File: config.mk
export PLATFORM = sky130hd
export DESIGN_NAME = fetch_unit
export DESIGN_NICKNAME = d
export VERILOG_FILES = /design/src/rtl/fetch_unit.sv
export SDC_FILE = /design/constraint.sdc
export NUM_CORES = 1
export LEC_CHECK = 0
export BUFFER_PORTS_ARGS = -buffer_cell sky130_fd_sc_hd__buf_2
export CAP_MARGIN = 20
export CORE_MARGIN = 2
export CORE_UTILIZATION = 49
export DETAILED_ROUTE_END_ITERATION = 10
export GPL_ROUTABILITY_DRIVEN = 1
export PLACE_DENSITY = 0.76
export RECOVER_POWER = 25
export SLEW_MARGIN = 25
export SYNTH_ARGS = -nofsm -noshare
export SYNTH_HDL_FRONTEND = slang
export SYNTH_SLANG_ARGS = --single-unit
File: constraint.sdc
create_clock -name CLOCK_50 -period 1.9 [get_ports CLOCK_50]
set_clock_uncertainty 0.1 [all_clocks]
set_input_delay 0.095 -clock CLOCK_50 [delete_from_list [all_inputs] [get_ports CLOCK_50]]
set_output_delay 0.095 -clock CLOCK_50 [all_outputs]
set_load 0.01 [all_outputs]
File: src/rtl/fetch_unit.sv
`default_nettype none
// ============================================================================
// Module   : fetch_unit
// Purpose  : Instruction fetch stage. Requests words from instruction memory
//            over a variable-latency req/ack handshake. Holds the current
//            instruction in IR with a one-entry prefetch buffer behind it.
//            A taken branch redirects the fetch and discards wrong-path data.
// Options  : FETCH_PERF_CNT_EN adds the fetch_count / bubble_count outputs.
// Revision : 1.0 - initial release
// ============================================================================
module fetch_unit #(
    parameter logic [31:0] RESET_PC  = 32'h0000_0000,
    parameter logic [31:0] NOP_INSTR = 32'hE1A0_0000
) (
    input  logic        CLOCK_50,
    input  logic        reset,
    output logic        imem_req,
    output logic [31:0] imem_addr,
    input  logic        imem_ack,
    input  logic [31:0] imem_rdata,
    input  logic        stall,
    input  logic        branch_taken,
    input  logic [31:0] branch_target,
    output logic [31:0] IR_out,
    output logic [31:0] PC_out,
    output logic [31:0] PC_plus8,
    output logic        ir_valid
`ifdef FETCH_PERF_CNT_EN
    ,
    output logic [31:0] fetch_count,
    output logic [31:0] bubble_count
`endif
);

    localparam logic [31:0] c_WORD_STEP = 32'd4;
    localparam logic [31:0] c_PC_AHEAD  = 32'd8;
    localparam logic [31:0] c_ALIGN_MSK = 32'hFFFF_FFFC;

    typedef enum logic [0:0] {
        ST_FETCH = 1'b0,
        ST_FLUSH = 1'b1
    } state_t;

    state_t      r_state;
    logic        r_pending;     // request presented earlier and not yet acked
    logic [31:0] r_fetch_pc;
    logic [31:0] r_target;      // redirect address parked while flushing
    logic [31:0] r_ir;
    logic [31:0] r_pc;
    logic        r_ir_valid;
    logic [31:0] r_buf;
    logic [31:0] r_buf_pc;
    logic        r_buf_valid;

    logic        w_consume;
    logic        w_branch;
    logic        w_slot_free;
    logic        w_req;
    logic        w_ack;
    logic        w_discard;
    logic        w_accept;
    logic        w_to_ir;
    logic [31:0] w_target;

    assign w_consume   = r_ir_valid && !stall;
    assign w_branch    = w_consume && branch_taken;
    // A new request needs somewhere to land: IR empty, IR leaving, or buffer empty.
    assign w_slot_free = !r_ir_valid || w_consume || !r_buf_valid;
    // A request, once presented, stays up until acked even if the slot test changes.
    assign w_req       = !reset && (r_pending || ((r_state == ST_FETCH) && w_slot_free));
    // Acks without a live request (e.g. left over from before a reset) are dropped.
    assign w_ack       = imem_ack && w_req;
    assign w_discard   = (r_state == ST_FLUSH) || w_branch;
    assign w_accept    = w_ack && !w_discard;
    assign w_to_ir     = !r_ir_valid || (w_consume && !r_buf_valid);
    assign w_target    = branch_target & c_ALIGN_MSK;

    assign imem_req    = w_req;
    assign imem_addr   = r_fetch_pc;
    assign IR_out      = r_ir_valid ? r_ir : NOP_INSTR;
    assign PC_out      = r_pc;
    assign PC_plus8    = r_pc + c_PC_AHEAD;
    assign ir_valid    = r_ir_valid;

    // Fetch FSM plus IR / prefetch-buffer datapath.
    always_ff @(posedge CLOCK_50) begin
        if (reset) begin
            r_state     <= ST_FETCH;
            r_pending   <= 1'b0;
            r_fetch_pc  <= RESET_PC;
            r_target    <= RESET_PC;
            r_ir        <= NOP_INSTR;
            r_pc        <= RESET_PC;
            r_ir_valid  <= 1'b0;
            r_buf       <= NOP_INSTR;
            r_buf_pc    <= RESET_PC;
            r_buf_valid <= 1'b0;
        end else begin
            r_pending <= w_req && !imem_ack;

            if (w_branch) begin
                r_ir_valid  <= 1'b0;
                r_buf_valid <= 1'b0;
            end else begin
                // Consumption first; an accepted ack below may refill a slot.
                if (w_consume) begin
                    if (r_buf_valid) begin
                        r_ir        <= r_buf;
                        r_pc        <= r_buf_pc;
                        r_ir_valid  <= 1'b1;
                        r_buf_valid <= 1'b0;
                    end else begin
                        r_ir_valid  <= 1'b0;
                    end
                end
                if (w_accept) begin
                    if (w_to_ir) begin
                        r_ir        <= imem_rdata;
                        r_pc        <= r_fetch_pc;
                        r_ir_valid  <= 1'b1;
                    end else begin
                        r_buf       <= imem_rdata;
                        r_buf_pc    <= r_fetch_pc;
                        r_buf_valid <= 1'b1;
                    end
                end
            end

            case (r_state)
                ST_FETCH: begin
                    if (w_branch) begin
                        // Keep the address on the bus until the in-flight request completes.
                        if (w_req && !imem_ack) begin
                            r_state  <= ST_FLUSH;
                            r_target <= w_target;
                        end else begin
                            r_fetch_pc <= w_target;
                        end
                    end else if (w_ack) begin
                        r_fetch_pc <= r_fetch_pc + c_WORD_STEP;
                    end
                end
                ST_FLUSH: begin
                    if (w_ack) begin
                        r_fetch_pc <= r_target;
                        r_state    <= ST_FETCH;
                    end
                end
                default: r_state <= ST_FETCH;
            endcase
        end
    end

`ifdef FETCH_PERF_CNT_EN
    logic [31:0] r_fetch_count;
    logic [31:0] r_bubble_count;

    // Count delivered instructions and idle decode cycles.
    always_ff @(posedge CLOCK_50) begin
        if (reset) begin
            r_fetch_count  <= 32'd0;
            r_bubble_count <= 32'd0;
        end else begin
            if (w_accept) begin
                r_fetch_count <= r_fetch_count + 32'd1;
            end
            if (!r_ir_valid && !stall) begin
                r_bubble_count <= r_bubble_count + 32'd1;
            end
        end
    end

    assign fetch_count  = r_fetch_count;
    assign bubble_count = r_bubble_count;
`endif

endmodule
`default_nettype wire

==> results_dict.tcl <==
set metrics [dict create \
    run_status "finished, violations left" \
    violations "negative setup slack" \
    max_slew_margin_pct 66.2 \
    grt_antenna_before_repair 0 \
    dr.pass1.iters 5 \
    die-area_um2 19600 \
    synth-main-ff-cell "dfxtp_1" \
    floorplan.initialDensity_pct 50.3 \
    coreArea_um2 18000 \
    min_from "stall" \
    netlist_area_um2 9060 \
    cp_num_buf_inv 2 \
    postSynthCellCount 1151 \
    clk_path_buf_depth 2 \
    crit_type "reg -> out" \
    syn2layout_area_growth_pct 37.9 \
    worstReg2RegStart "imem_addr[3]$_SDFFE_PP0P_" \
    dpl_worst_slack_ns -0.112 \
    root_buffer "clkbuf_16" \
    grt_setup_unrepaired "yes" \
    worst-path-max-fanout 5 \
    synth_top_area_share_pct 42.0 \
    hold_slack_ns 0.0213 \
    wire_per_inst_um 17.4 \
    ios 199 \
    crit_family "simple AND/OR/NAND/NOR gates" \
    drive_gt1_share_pct 26.9 \
    leakagePower_nw 4.89 \
    slew_violations 0 \
    drt-total-wl_um 29700 \
    crit_arrival_ns 2.18 \
    clock_sinks 190 \
    power_density_nw_per_um2 698 \
    critical-path-slowest-cell "dfxtp_2" \
    min_to "r_buf_valid$_SDFF_PP0_" \
    r2r_setup_slack_ns -0.01 \
    diodes 0 \
    cp_cell_sequence "nand4_1 -> nor4_4 -> buf_4 -> nand3_2 -> nor2_1 -> xor2_1 -> buf_2" \
    path_clk_slew_ns 0.07 \
    cts_buffers 17 \
    ant_nets 0 \
    yosysUniqueCellTypes 73 \
    yosysTopAreaCell "dfxtp_1" \
    hold_class "in -> reg" \
    fin_crit_ns 2.37 \
    ir_worst_vdd_mv 0.701 \
    routed_via_density 5.76 \
    grt_max_degree 77 \
    clk_latency_ns 0.45 \
    gp_congestion 0.914 \
    layout_commonest_cell "nand2_1" \
    worst_slack_ns -0.473 \
    track_usage_pct 28.6 \
    synth.avg_cell_area_um2 7.87 \
    ys_seq_area_share_pct 42.0 \
    cp-start-kind "flip-flop" \
    io_buffers 194 \
    drtIter0Drc 938 \
    setup_tns_ns -5.50 \
    maxCapViolCount 0 \
    yosys_warnings 0 \
    die_h_um 140 \
    cts_tree "yes" \
    synthTopCellsByArea "dfxtp_1, nand2_1, a21oi_1, o22ai_1, a211oi_1" \
    cpPeakStageDelay_ns 0.34 \
    die_w_um 140 \
    setup_viol 23 \
    tightestPinTransition_ns 0.505 \
    ys_ff_latch 190 \
    worst_setup_path_end_kind "primary output" \
    nets 1535 \
    ff2ff_path_depth 7 \
    grt_pass1_vias 8772 \
    hold_viol 0 \
    htree_levels 4 \
    remaining_drc_errors 0 \
    synth_edf_count 0 \
    dp_hpwl_um 19000 \
    max_freq_mhz 421 \
    vias 9833 \
    cp-startpoint "PC_out[13]$_SDFFE_PP0N_" \
    grt_pass1_wl_um 46000 \
    fp-row-count 49 \
    timing.rr.end "imem_addr[30]$_SDFFE_PP0P_" \
    nFillCells 1441 \
    cp.required_ns 1.70 \
    hold_depth 4 \
    finalCritPeriodShare_pct 125 \
    ys_async_sr_fraction_pct 0 \
    grt.overflow.total 0 \
    final_cell_mix "nand2_1, dfxtp_1, buf_2, a21oi_1, buf_4" \
]
-- layer usage --
layer	vias up	GRT usage, %	part of all wire [%]
met5	-	0	0
met4	0	7.95	1.4
met3	38	5.16	8.5
met2	477	45.4	48
met1	4621	40.0	42
li1	4697	-	-
-- worst max path at each step --
stage               depth (start not counted)                    endpoint  slack, ns
finish                                      7                PC_plus8[24]      -0.47
global route                                7                PC_plus8[24]      -0.53
CTS                                         6                PC_plus8[27]      -0.41
detailed placement                          5  imem_addr[11]$_SDFFE_PP0P_      -0.11
global placement                            5  imem_addr[27]$_SDFFE_PP0P_      -0.06
floorplan                                   6                PC_plus8[27]     -0.005
-- sequential cells by signal, indices dropped and copies added (netlist names) --
name and flops:
PC_out 32, imem_addr 30, ir_valid 1, r_buf 32
r_buf_pc 30, r_buf_valid 1, r_ir 32, r_pending 1
r_state 1, r_target 30
-- power breakdown --
part           total (mW)  internal (mW)  switching (mW)  leakage, nW
Sequential           4.16           4.08          0.0783         1.55
Clock                3.57           1.79            1.78        0.283
Combinational        1.00          0.457           0.545         3.06
Total                8.73           6.32            2.40         4.89
-- stage by stage --
step / instance area (µm²) / power, mW / cells / utilization (%)
2_1_floorplan: 9070 / 4.71 / 1152 / -
3_3_place_gp: 10800 / 5.06 / 1590 / 59.9
3_5_place_dp: 10800 / 5.07 / 1590 / 59.9
4_1_cts: 12200 / 8.69 / 1694 / 67.9
5_1_grt: 12500 / 9.03 / 1706 / 69.4
6_report: 12500 / 8.73 / 1706 / 69.4
-- worst min-delay path: stages --
cell     delay [ns]
buf_2          0.13
buf_4          0.16
o21ai_0        0.07
a21oi_1        0.07
-- area by class of cell --
class	count	area (µm²)	share of cell area (%)
multi-input combinational	847	4990	39.9
sequential	190	3820	30.6
timing repair buffer	401	2780	22.2
clock buffer	18	439	3.51
tap	229	287	2.29
clock inverter	14	155	1.24
inverter	7	26.3	0.210
-- logic make-up (layout without fill, tap and decap cells) --
logic type      Yosys count  after routing  share of synthesized area, %
fa+ha+maj                 2              2                         0.276
mux                       1              1                         0.124
simple gates            454            454                          23.3
flops                   190            190                          42.0
buf+inv                 115            440                          6.52
compound gates          357            357                          24.7
xor+xnor                 31             31                          3.00
other cells               1              2                        0.0414
-- cells in the mapped netlist, types with 22 or more instances --
master    count
dfxtp_1     190
o22ai_1      48
nand3_1      33
nand2_1     245
a211oi_1     39
and2_1       30
nor2_1       59
clkbuf_1     52
buf_2        26
a22oi_1      23
o21ai_0      50
a21oi_1     132
xnor2_1      22
-- repair_timing --
action / CTS / global route
hold buffers: 65 / 0
pin swaps: 16 / 34
hold endpoints to repair: 106 / 0
gates resized for setup: 36 / 69
setup buffers: 7 / 13
endpoints found under the setup margin: 51 / 113
gates cloned: 0 / 2
(Power assumes the default switching activity.)
